**src/rtl/thor2022_rfwr_arbiter.sv**
```systemverilog
// rtl/thor2022_rfwr_arbiter.sv - age-aware round-robin arbiter for the two register-file write ports
module thor2022_rfwr_arbiter #(
  parameter int NREQ = 4,
  parameter int DW   = 64,
  parameter int IDW  = 3
) (
  input  logic                 clk,
  input  logic                 rst,
  input  logic [IDW-1:0]       head,
  input  logic                 flush,
  input  logic [NREQ-1:0]      req,
  input  logic [NREQ*IDW-1:0]  req_id,
  input  logic [NREQ*6-1:0]    req_rt,
  input  logic [NREQ*DW-1:0]   req_data,
  output logic [NREQ-1:0]      ack,
  output logic                 wr0,
  output logic                 wr1,
  output logic [5:0]           wa0,
  output logic [5:0]           wa1,
  output logic [DW-1:0]        wd0,
  output logic [DW-1:0]        wd1,
  output logic [IDW-1:0]       wid0,
  output logic [IDW-1:0]       wid1,
  output logic                 stall,
  output logic [15:0]          conflict_cnt
);

  localparam int PW = (NREQ > 1) ? $clog2(NREQ) : 1;

  logic [IDW-1:0] id_a   [NREQ];
  logic [IDW-1:0] age_a  [NREQ];
  logic [5:0]     rt_a   [NREQ];
  logic [DW-1:0]  data_a [NREQ];

  for (genvar g = 0; g < NREQ; g++) begin : g_unpack
    assign id_a[g]   = req_id[g*IDW +: IDW];
    assign rt_a[g]   = req_rt[g*6 +: 6];
    assign data_a[g] = req_data[g*DW +: DW];
    assign age_a[g]  = id_a[g] - head;
  end

  function automatic logic [PW-1:0] wrap_add(input logic [PW-1:0] base, input int k);
    int s;
    s = int'(base) + k;
    if (s >= NREQ) s = s - NREQ;
    return PW'(s);
  endfunction

  logic [NREQ-1:0] elig, zero_rt, blocked, cand, gnt;
  logic            g0, g1;
  logic [PW-1:0]   p0, p1, rr_q, rr_d;

  logic            wr0_q, wr1_q;
  logic [5:0]      wa0_q, wa1_q;
  logic [DW-1:0]   wd0_q, wd1_q;
  logic [IDW-1:0]  wid0_q, wid1_q;
  logic [15:0]     cnt_q, cnt_d;

  // An older eligible write to the same register holds back every younger one.
  always_comb begin
    elig    = req & {NREQ{~flush}};
    zero_rt = '0;
    blocked = '0;
    for (int i = 0; i < NREQ; i++) begin
      zero_rt[i] = (rt_a[i] == 6'd0);
      for (int j = 0; j < NREQ; j++) begin
        if (j != i && elig[i] && elig[j] && rt_a[i] != 6'd0 &&
            rt_a[j] == rt_a[i] && age_a[j] < age_a[i])
          blocked[i] = 1'b1;
      end
    end
    cand = elig & ~zero_rt & ~blocked;
  end

  always_comb begin
    g0 = 1'b0;
    g1 = 1'b0;
    p0 = '0;
    p1 = '0;
    for (int k = 0; k < NREQ; k++) begin
      if (cand[wrap_add(rr_q, k)]) begin
        if (!g0) begin
          g0 = 1'b1;
          p0 = wrap_add(rr_q, k);
        end else if (!g1 && rt_a[wrap_add(rr_q, k)] != rt_a[p0]) begin
          g1 = 1'b1;
          p1 = wrap_add(rr_q, k);
        end
      end
    end
    gnt = '0;
    if (g0) gnt[p0] = 1'b1;
    if (g1) gnt[p1] = 1'b1;
    if (g1)      rr_d = wrap_add(p1, 1);
    else if (g0) rr_d = wrap_add(p0, 1);
    else         rr_d = rr_q;
    cnt_d = cnt_q;
    if (|blocked && cnt_q != 16'hFFFF) cnt_d = cnt_q + 16'd1;
  end

  assign ack   = gnt | (elig & zero_rt);
  assign stall = |(elig & ~zero_rt & ~ack);

  always_ff @(posedge clk or posedge rst) begin
    if (rst) begin
      wr0_q  <= 1'b0;
      wr1_q  <= 1'b0;
      wa0_q  <= '0;
      wa1_q  <= '0;
      wd0_q  <= '0;
      wd1_q  <= '0;
      wid0_q <= '0;
      wid1_q <= '0;
      rr_q   <= '0;
      cnt_q  <= '0;
    end else begin
      wr0_q <= g0;
      wr1_q <= g1;
      if (g0) begin
        wa0_q  <= rt_a[p0];
        wd0_q  <= data_a[p0];
        wid0_q <= id_a[p0];
      end
      if (g1) begin
        wa1_q  <= rt_a[p1];
        wd1_q  <= data_a[p1];
        wid1_q <= id_a[p1];
      end
      rr_q  <= rr_d;
      cnt_q <= cnt_d;
    end
  end

  assign wr0          = wr0_q;
  assign wr1          = wr1_q;
  assign wa0          = wa0_q;
  assign wa1          = wa1_q;
  assign wd0          = wd0_q;
  assign wd1          = wd1_q;
  assign wid0         = wid0_q;
  assign wid1         = wid1_q;
  assign conflict_cnt = cnt_q;

endmodule

```
**config.mk**
```make
export PLATFORM = sky130hd
export DESIGN_NAME = thor2022_rfwr_arbiter
export DESIGN_NICKNAME = d
export VERILOG_FILES = /design/src/rtl/thor2022_rfwr_arbiter.sv
export SDC_FILE = /design/constraint.sdc
export NUM_CORES = 1
export LEC_CHECK = 0
export CAP_MARGIN = 40
export CORE_MARGIN = 4
export CORE_UTILIZATION = 43
export DETAILED_ROUTE_END_ITERATION = 10
export PLACE_DENSITY = 0.9
export SETUP_SLACK_MARGIN = 0.15
export SLEW_MARGIN = 20
export SYNTH_ARGS = -nofsm -noshare
export SYNTH_HDL_FRONTEND = slang
export SYNTH_SLANG_ARGS = --single-unit
```
**constraint.sdc**
```tcl
create_clock -name clk -period 11.36 [get_ports clk]
set_clock_uncertainty 0.1 [all_clocks]
set_input_delay 2.84 -clock clk [delete_from_list [all_inputs] [get_ports clk]]
set_output_delay 2.84 -clock clk [all_outputs]
set_load 0.01 [all_outputs]
```
==> impl_results.md <==
- Initial Util: 0.438
- Logic gate share of total power: 0.707
- Placeable Area: 31600 sq um
- Netlist cell types: 78
- Seq/Total Area, Yosys: 0.300
- Top cell type's share of synthesized area: 0.300
- CTS tree: done
- Hold Vio Cnt, Final: 0
- Layout Utilization: 0.674
- Setup slack after layout: -0.107 ns
- # IOs: 471
- CP max FO: 4
- Worst path bufs/invs: 8
- Synth Area in Simple Gates: 0.237
- Wire per inst: 22.1 um
- Hpwl dp: 45100 um
- Worst vdd ir: 0.356 mV
- FF-to-FF setup slack: 4.56 ns
- Fin. max-slew vios: 0
- Vias per inst: 5.92
- Hold_ws: 0.379 ns
- Area growth, synth to finish: 53.9%
- Compound-Gate Fraction of Synth Area: 0.171
- Main synth FF type: dfrtp_1
- Hold Startpoint: wd0[6]
- Initial antenna violation count: 2
- Root buf cell: clkbuf_16
- Worst-path clk slew: 0.07 ns
- Syn Inst Count: 1803
- Std cell rows: 65
- Top cell by count, worst path: buf_6
- Drt pass-1 iters: 5
- GRT Total Usage: 0.333
- Leading area contributor after synthesis: dfrtp_1
- Via count: 16600
- Leakage power: 0.0100 uW
- Warnings from Yosys: 0
- H-tree depth: 4
- Max Fclk: 87.2 MHz
- First-pass GRT wire length: 93200 um
- Mapped Avg Cell Area: 7.68 sq um
- # DRC: 0
- Die Y: 188 um
- Worst min-delay path category: register to register
- Net Count, Synth: 2124
- Outcome: finished, violations left
- Commonest cells post-synth: 492 x nand2_1, 175 x mux2i_1, 166 x dfrtp_1
- Clock network power share: 0.103
- Pwr Density: 270 nW/um^2
- CTS buffer count: 17
- Final Power: 5770 uW
- Sinks on Clock Net: 166
- Share of cells above drive strength 1: 0.159
- Sequential power share: 0.190
- Violated checks: negative setup slack
- Crit path max-delay family: compound AO/OA/AOI/OAI gates
- Initial DRC Count: 1529
- Largest net degree at the start of global routing: 78
- Synth Register Bits: 166
- Xor/xnor share of the synthesized area: 0.0643
- Final period utilization: 1.01
- Worst skew pair latency: 0.44 ns
- Slowest CP cell: fa_2
- RSZ-0062 raised after global routing: yes
- Critical path type: input port to primary output
- Critical R2R Launch: rr_q[0]
- Layout net count: 2699
- Drt total wl: 61800 um
- Worst Max-Slew Pin Slew: 0.875 ns
- Required time worst endpoint: 8.42 ns
- Asr flop ratio synth: 1.00
- Vias in the first global route: 16300
- Placed inst area: 20000 sq um
- Setup Viol. Count Final: 2
- Switching Fraction: 0.474
- Post-Synth Adder-Cell Area: 0.0193
- Pre-CTS setup slack: -0.947 ns
- R2R cell count: 32
- Gpl congestion: 0.984
- Die Span X: 188 um
- End of the worst register-to-register path: wd1[33]
- Die area: 35200 sq um
- Post-Syn Area: 13900 sq um
- CP Capture Type: primary output
- Crit path DAT: 8.53 ns
- Cell count of the worst hold path: 2
- Combinational family with the most area after synthesis: simple AND/OR/NAND/NOR gates
- CP max stage delay: 0.45 ns
- Number of synthesized flops with an enable pin: 0
- P_int: 3040 uW
- Relative slew slack: 0.416
- CP Launch Type: input port
- Longest Clk Path Bufs: 2
- Final instance area: 21300 sq um
- Antenna-violating nets left: 0
- Port bufs: 470
- Synth top area cells: dfrtp_1 30%, nand2_1 13%, mux2i_1 13%
- Post-layout min period: 11.47 ns
- GR Overflow Total: 0
- Number of max-cap violations: 0
- Post-synthesis mux area share: 0.153
- Psw: 2730 uW
- Top-count cell post-synth: nand2_1
- WHS Endpoint: wd0[6]
-- how the worst max path moves through the flow --
stage	from	to	slack, ns	depth (start not counted)
floorplan	req_id[9]	stall	0.07	27
detailed placement	head[0]	stall	-0.95	27
finish	head[0]	ack[2]	-0.11	28
global route	req_id[0]	stall	-0.24	30
global placement	head[0]	stall	-0.89	27
CTS	req_id[3]	ack[2]	-0.12	28
-- worst min-delay path, cell delays in order, from the launching register on --
cell and delay, ns:
dfrtp_1 0.34, nand2_1 0.05, o21ai_0 0.06
-- power groups by stage --
stage	clock network, uW	logic, uW	registers, uW
CTS	599	3920	1090
detailed placement	0	3820	1100
global route	625	4370	1130
floorplan	0	2160	1190
finish	594	4080	1090
global placement	0	3690	1090
-- flip-flops by register name, summed over array words and instances, names as in the netlist --
name,flops
wd0,64
wd1,64
conflict_cnt,16
wa0,6
wa1,6
wid0,3
wid1,3
rr_q,2
wr0,1
wr1,1
-- layout by cell type, fill, tap and decap left out, drive strengths merged, types with 20 or more instances in the layout --
master         instances
nand3                 89
a21boi                55
a21oi                 82
mux2i                175
clkdlybuf4s50        455
inv                   30
o221ai                20
o21ai                167
xor2                  39
nor2                  89
dfrtp                166
nand2                492
buf                  248
clkbuf                20
xnor2                 61
-- through the flow --
stage / setup TNS [ns] / instances
4_1_cts: -0.171 / 2779
3_5_place_dp: -4.20 / 2708
6_report: -0.209 / 2795
3_3_place_gp: -3.80 / 2704
5_1_grt: -0.541 / 2794
2_1_floorplan: 0 / 1803
-- timing repair --
action | 4_1_cts | 5_1_grt
setup endpoints to repair | 5 | 5
pin swaps | 45 | 27
resized for setup | 89 | 60
hold endpoints to repair | 0 | 0
buffers inserted | 39 | 13
cloned | 0 | 0
hold buffers | 0 | 0
-- logic make-up (layout without fill, tap and decap cells) --
| logic type | Yosys count | after routing |
|---|---|---|
| other | 0 | 2 |
| and+or+nand+nor | 764 | 764 |
| muxes | 193 | 193 |
| adders and majority gates | 19 | 19 |
| xor gates and xnor gates | 100 | 100 |
| AOI/OAI and AO/OA | 387 | 387 |
| DFF | 166 | 166 |
| buffers and inverters | 174 | 762 |
-- metal layers --
layer  track usage  routed length, um  vias up
met2         0.554              29200      984
met4         0.163               3570        0
met1         0.411              23500     7951
met3        0.0741               5530      210
li1              -                  -     7406
met5             0                  0        -
-- cell type report --
class | instances | area (sq um)
Clock buffer | 18 | 439
Fill cell | 2455 | 10300
Tap cell | 402 | 503
Inverter | 23 | 109
Timing Repair Buffer | 707 | 6650
Sequential cell | 166 | 4150
Antenna cell | 2 | 5.00
Clock inverter | 14 | 139
Multi-Input combinational cell | 1463 | 9330
(Power assumes the default switching activity.)
